==> config.mk <==
export PLATFORM = sky130hd
export DESIGN_NAME = pipeline_control
export DESIGN_NICKNAME = d
export VERILOG_FILES = /design/src/rtl/pipeline_control.sv
export SDC_FILE = /design/constraint.sdc
export NUM_CORES = 1
export LEC_CHECK = 0
export CAP_MARGIN = 20
export CORE_ASPECT_RATIO = 0.8
export CORE_MARGIN = 10
export CORE_UTILIZATION = 45
export DETAILED_ROUTE_END_ITERATION = 8
export PLACE_DENSITY = 0.81
export SKIP_LAST_GASP = 1
export SYNTH_ARGS = -nofsm -noshare
export SYNTH_HDL_FRONTEND = slang
export SYNTH_SLANG_ARGS = --single-unit
==> constraint.sdc <==
create_clock -name clk -period 2.5 [get_ports clk]
set_input_delay 0.25 -clock clk [delete_from_list [all_inputs] [get_ports clk]]
set_output_delay 0.25 -clock clk [all_outputs]
set_load 0.01 [all_outputs]
==> src/rtl/pipeline_control.sv <==
// Pipeline sequencer for the 5-stage RV32I core: turns hazard/redirect/memory
// handshakes into per-stage enables and valid bits, and owns the drain/halt FSM.
module pipeline_control #(
   parameter int unsigned CNT_WIDTH = 32
) (
   input  logic                 clk,
   input  logic                 rst,
   input  logic                 stall_if_req,
   input  logic                 stall_id_req,
   input  logic                 flush_ex_req,
   input  logic                 branch_taken,
   input  logic [31:0]          branch_target,
   input  logic                 imem_ready,
   input  logic                 dmem_req,
   input  logic                 dmem_ready,
   input  logic                 halt_req,
   output logic                 pc_en,
   output logic                 if_id_en,
   output logic                 id_ex_en,
   output logic                 ex_mem_en,
   output logic                 mem_wb_en,
   output logic                 if_id_valid,
   output logic                 id_ex_valid,
   output logic                 ex_mem_valid,
   output logic                 mem_wb_valid,
   output logic                 redirect_valid,
   output logic [31:0]          redirect_pc,
   output logic                 halted,
   output logic [CNT_WIDTH-1:0] stall_cycles,
   output logic [CNT_WIDTH-1:0] flush_count
);

   typedef enum logic [1:0] {
      S_RUN      = 2'd0,
      S_MEM_WAIT = 2'd1,
      S_DRAIN    = 2'd2,
      S_HALTED   = 2'd3
   } state_e;

   state_e               state_q, state_d;
   logic                 ret_drain_q, ret_drain_d;
   logic                 if_id_q, if_id_d;
   logic                 id_ex_q, id_ex_d;
   logic                 ex_mem_q, ex_mem_d;
   logic                 mem_wb_q, mem_wb_d;
   logic [CNT_WIDTH-1:0] stall_cnt_q;
   logic [CNT_WIDTH-1:0] flush_cnt_q;
   logic                 stall_inc, flush_inc;
   logic                 mem_wait, redirect_req, load_use, drain_mode;

   assign mem_wait     = ex_mem_q & dmem_req & ~dmem_ready;
   assign redirect_req = branch_taken & id_ex_q & ~mem_wait;
   assign load_use     = (stall_if_req | stall_id_req) & ~redirect_req & ~mem_wait;
   // MEM_WAIT remembers whether it interrupted RUN or DRAIN
   assign drain_mode   = (state_q == S_DRAIN) || ((state_q == S_MEM_WAIT) && ret_drain_q);

   // Next-state, valid bits and combinational enables
   always_comb begin
      state_d        = state_q;
      ret_drain_d    = ret_drain_q;
      if_id_d        = if_id_q;
      id_ex_d        = id_ex_q;
      ex_mem_d       = ex_mem_q;
      mem_wb_d       = mem_wb_q;
      pc_en          = 1'b0;
      if_id_en       = 1'b0;
      id_ex_en       = 1'b0;
      ex_mem_en      = 1'b0;
      mem_wb_en      = 1'b0;
      redirect_valid = 1'b0;
      stall_inc      = 1'b0;
      flush_inc      = 1'b0;

      if (!rst && (state_q != S_HALTED)) begin
         if (mem_wait) begin
            mem_wb_en   = 1'b1;
            mem_wb_d    = 1'b0;
            state_d     = S_MEM_WAIT;
            ret_drain_d = drain_mode;
         end else if (redirect_req) begin
            pc_en          = ~drain_mode;
            redirect_valid = ~drain_mode;
            if_id_en       = 1'b1;
            id_ex_en       = 1'b1;
            ex_mem_en      = 1'b1;
            mem_wb_en      = 1'b1;
            if_id_d        = 1'b0;
            id_ex_d        = 1'b0;
            ex_mem_d       = id_ex_q;
            mem_wb_d       = ex_mem_q;
         end else if (load_use) begin
            id_ex_en  = flush_ex_req;
            ex_mem_en = 1'b1;
            mem_wb_en = 1'b1;
            if (flush_ex_req) id_ex_d = 1'b0;
            ex_mem_d  = id_ex_q;
            mem_wb_d  = ex_mem_q;
         end else begin
            pc_en     = imem_ready;
            if_id_en  = 1'b1;
            id_ex_en  = 1'b1;
            ex_mem_en = 1'b1;
            mem_wb_en = 1'b1;
            if_id_d   = imem_ready;
            id_ex_d   = if_id_q;
            ex_mem_d  = id_ex_q;
            mem_wb_d  = ex_mem_q;
         end

         if (drain_mode) begin
            pc_en   = 1'b0;
            if_id_d = 1'b0;
         end

         // Halt once the next-cycle pipeline is empty
         if (!mem_wait) begin
            if (drain_mode) begin
               state_d = (!id_ex_d && !ex_mem_d && !mem_wb_d) ? S_HALTED : S_DRAIN;
            end else begin
               state_d = halt_req ? S_DRAIN : S_RUN;
            end
         end

         stall_inc = ~pc_en;
         flush_inc = redirect_valid;
      end
   end

   always_ff @(posedge clk) begin
      if (rst) begin
         state_q     <= S_RUN;
         ret_drain_q <= 1'b0;
         if_id_q     <= 1'b0;
         id_ex_q     <= 1'b0;
         ex_mem_q    <= 1'b0;
         mem_wb_q    <= 1'b0;
         stall_cnt_q <= '0;
         flush_cnt_q <= '0;
      end else begin
         state_q     <= state_d;
         ret_drain_q <= ret_drain_d;
         if_id_q     <= if_id_d;
         id_ex_q     <= id_ex_d;
         ex_mem_q    <= ex_mem_d;
         mem_wb_q    <= mem_wb_d;
         if (stall_inc && !(&stall_cnt_q)) stall_cnt_q <= stall_cnt_q + CNT_WIDTH'(1);
         if (flush_inc && !(&flush_cnt_q)) flush_cnt_q <= flush_cnt_q + CNT_WIDTH'(1);
      end
   end

   assign if_id_valid  = if_id_q;
   assign id_ex_valid  = id_ex_q;
   assign ex_mem_valid = ex_mem_q;
   assign mem_wb_valid = mem_wb_q;
   assign redirect_pc  = branch_target;
   assign halted       = (state_q == S_HALTED) & ~rst;
   assign stall_cycles = stall_cnt_q;
   assign flush_count  = flush_cnt_q;

endmodule

==> metrics.cfg <==
[critical_path]
r2r-end=flush_count[4]
start_kind=flip-flop
worstSetupPathType=reg2out
critPathRequiredTime_ns=2.25
cp-startpoint=state_q[0]
crit_arrival_ns=2.03
end_kind=primary output
ff2ff_setup_slack_ns=0.22
crit_fanout=10
r2r_cells=5
r2r_start=flush_count[19]

[sta]
setup_viol=0
fin_ws_ns=0.216
period_share=0.914
period_needed_ns=2.28
worst_pin_slew_ns=0.739
maxSlewHeadroom=0.507
timing.fmax_ghz=0.438
hold_viol_final=0
drv_slew=0
rsz0062_at_grt=no
fin_skew_ns=0.00643

[grt]
grt.overflow.total=0
track_usage=0.162
first_global_vias=3629
grt_max_degree=68
antenna_found_initial=0
grt_pass1_wl_mm=18.4

[placement]
place_hpwl_mm=7.87
post-place-ws_ns=-0.0406
dp.cells=627
io_buffers=84
gp_congestion=0.840

[floorplanning]
io-pin-count=149
die_w_um=126
row_count=30
dieArea_um2=13100
die_h_um=104
start_util=0.467
coreArea_um2=8600

[clock_network]
cts.path.max_buffers=2
cts_tree=yes
cts_buffers=9
cts.clk_slew.worst_paths_ns=0.07
clock-root-buffer=clkbuf_8
ctsHoldBuffers=0
htree_levels=3
clock_sinks=71
cts_resized=0
clk_latency_ns=0.34

[power]
p_per_area_nw_per_um2=476
power_mw=2.37
ir_drop_v=0.000286
p_leak_nw=1.56

[min_path]
hold_path_startpoint=rst
hold-path-cell-count=4
holdPathEnd=mem_wb_valid
hold_path_class=in2reg

[final_layout]
drive_gt1_frac=0.0847
area_delta_synth_final_pct=23.9
final_core_util=0.579
n_antenna_cell=0
fin_cells=643
fin_nets=570

[yosys]
ys_seq_area_frac=0.354
synth-main-ff-cell=dfxtp_1
yosysWarningCount=0
synth.most_common_cell=dfxtp_1
syn_inst=479
ys_async_sr_fraction=0
synth_top_cell_area_share=0.354
synthTopCellsByArea=dfxtp_1 (35%), a21oi_1 (7.2%), buf_4 (6.7%)
synth_seq_cells=71
synth_edf_count=0
postSynthAreaPerCell_um2=8.38
synth.distinct_cells=57
yosys-top-cells-count=dfxtp_1 (71), a21oi_1 (58), buf_4 (36)
synth_nets=523
synth_area_leader_cell=dfxtp_1
synth_area_um2=4020

[routing]
vias=3948
drtAntennaViolNets=0
drt_iter0_drc=334
wl_per_cell_um=17.3
viasPerCell=6.14
drt_pass1_iterations=4
totalWireLength_mm=11.1
drc_errors=0

[job]
maxCapViolCount=0

[run_status]
status=complete, no violations

## layout make-up
class | instances | area, um^2
multi-input cells | 340 | 2180
well taps | 112 | 140
flip-flops and latches | 71 | 1420
inverters | 7 | 31.3
repair buffers | 97 | 958
clock buffers | 14 | 183
clock inverters | 2 | 60.1
fillers | 753 | 3620
## logic make-up (layout without fill, tap and decap cells)
group	Yosys count	in the layout	synth area share
buf+inv	68	120	0.105
compound gates	140	140	0.220
mux	4	4	0.0106
fa+ha+maj	2	2	0.00623
xor+xnor	2	2	0.00436
simple gates	192	192	0.299
flops	71	71	0.354
## flip-flops by register name, summed over array words and instances, names as in the netlist
name          count
flush_count      32
stall_cycles     32
state_q           2
ex_mem_valid      1
id_ex_valid       1
if_id_valid       1
mem_wb_valid      1
ret_drain_q       1
## per-stage QoR
step,instance area (um^2),TNS [ns],hold slack [ns]
6_report,4970,0,0.445
3_3_place_gp,4730,0,0.465
2_1_floorplan,4020,0,0.455
4_1_cts,4970,0,0.429
5_1_grt,4970,0,0.447
3_5_place_dp,4730,-0.109,0.473
## worst max-delay path by stage
stage	end	slack [ns]
6_report	pc_en	0.22
5_1_grt	flush_count[3]	0.03
4_1_cts	flush_count[4]	0.18
3_5_place_dp	stall_cycles[18]	-0.04
3_3_place_gp	stall_cycles[16]	0.06
2_1_floorplan	stall_cycles[28]	0.45
## power by group
| group | leakage [nW] | switching (mW) | internal [mW] |
|---|---|---|---|
| registers | 0.572 | 0.0106 | 1.14 |
| logic | 0.868 | 0.0645 | 0.0497 |
| clock network | 0.123 | 0.433 | 0.672 |
| total | 1.56 | 0.508 | 1.86 |
## routing by layer
| layer | GRT usage | vias to the layer above | routed length [um] | part of all wire |
|---|---|---|---|---|
| met5 | 0 | - | 0 | 0 |
| met4 | 0.0591 | 0 | 182 | 0.016 |
| met3 | 0.0560 | 29 | 750 | 0.067 |
| met2 | 0.246 | 107 | 5200 | 0.47 |
| met1 | 0.206 | 1896 | 5010 | 0.45 |
| li1 | - | 1916 | - | - |
## worst max-delay path, cell delays in order (launching register included)
cell and delay (ns):
dfxtp_1 0.51, nand2b_1 0.18, and2_1 0.16, o21ai_0 0.10
nor3_1 0.16, clkdlybuf4s50_1 0.57
## placed cells by master (no fill, tap or decap), types with 13 or more instances in the layout
cell type	instances
a21oi_1	58
and3_1	19
clkbuf_8	13
clkdlybuf4s50_1	83
dfxtp_1	71
nand2_1	30
nand3_1	24
nand4_1	16
o21ai_0	29
o31ai_1	28
or3_1	24
or4_1	29
## repair_timing
item,4_1_cts,5_1_grt
hold endpoints to repair,0,0
endpoints found under the setup margin,0,2
buffers inserted,0,0
Power figures use the tool's default switching activity.
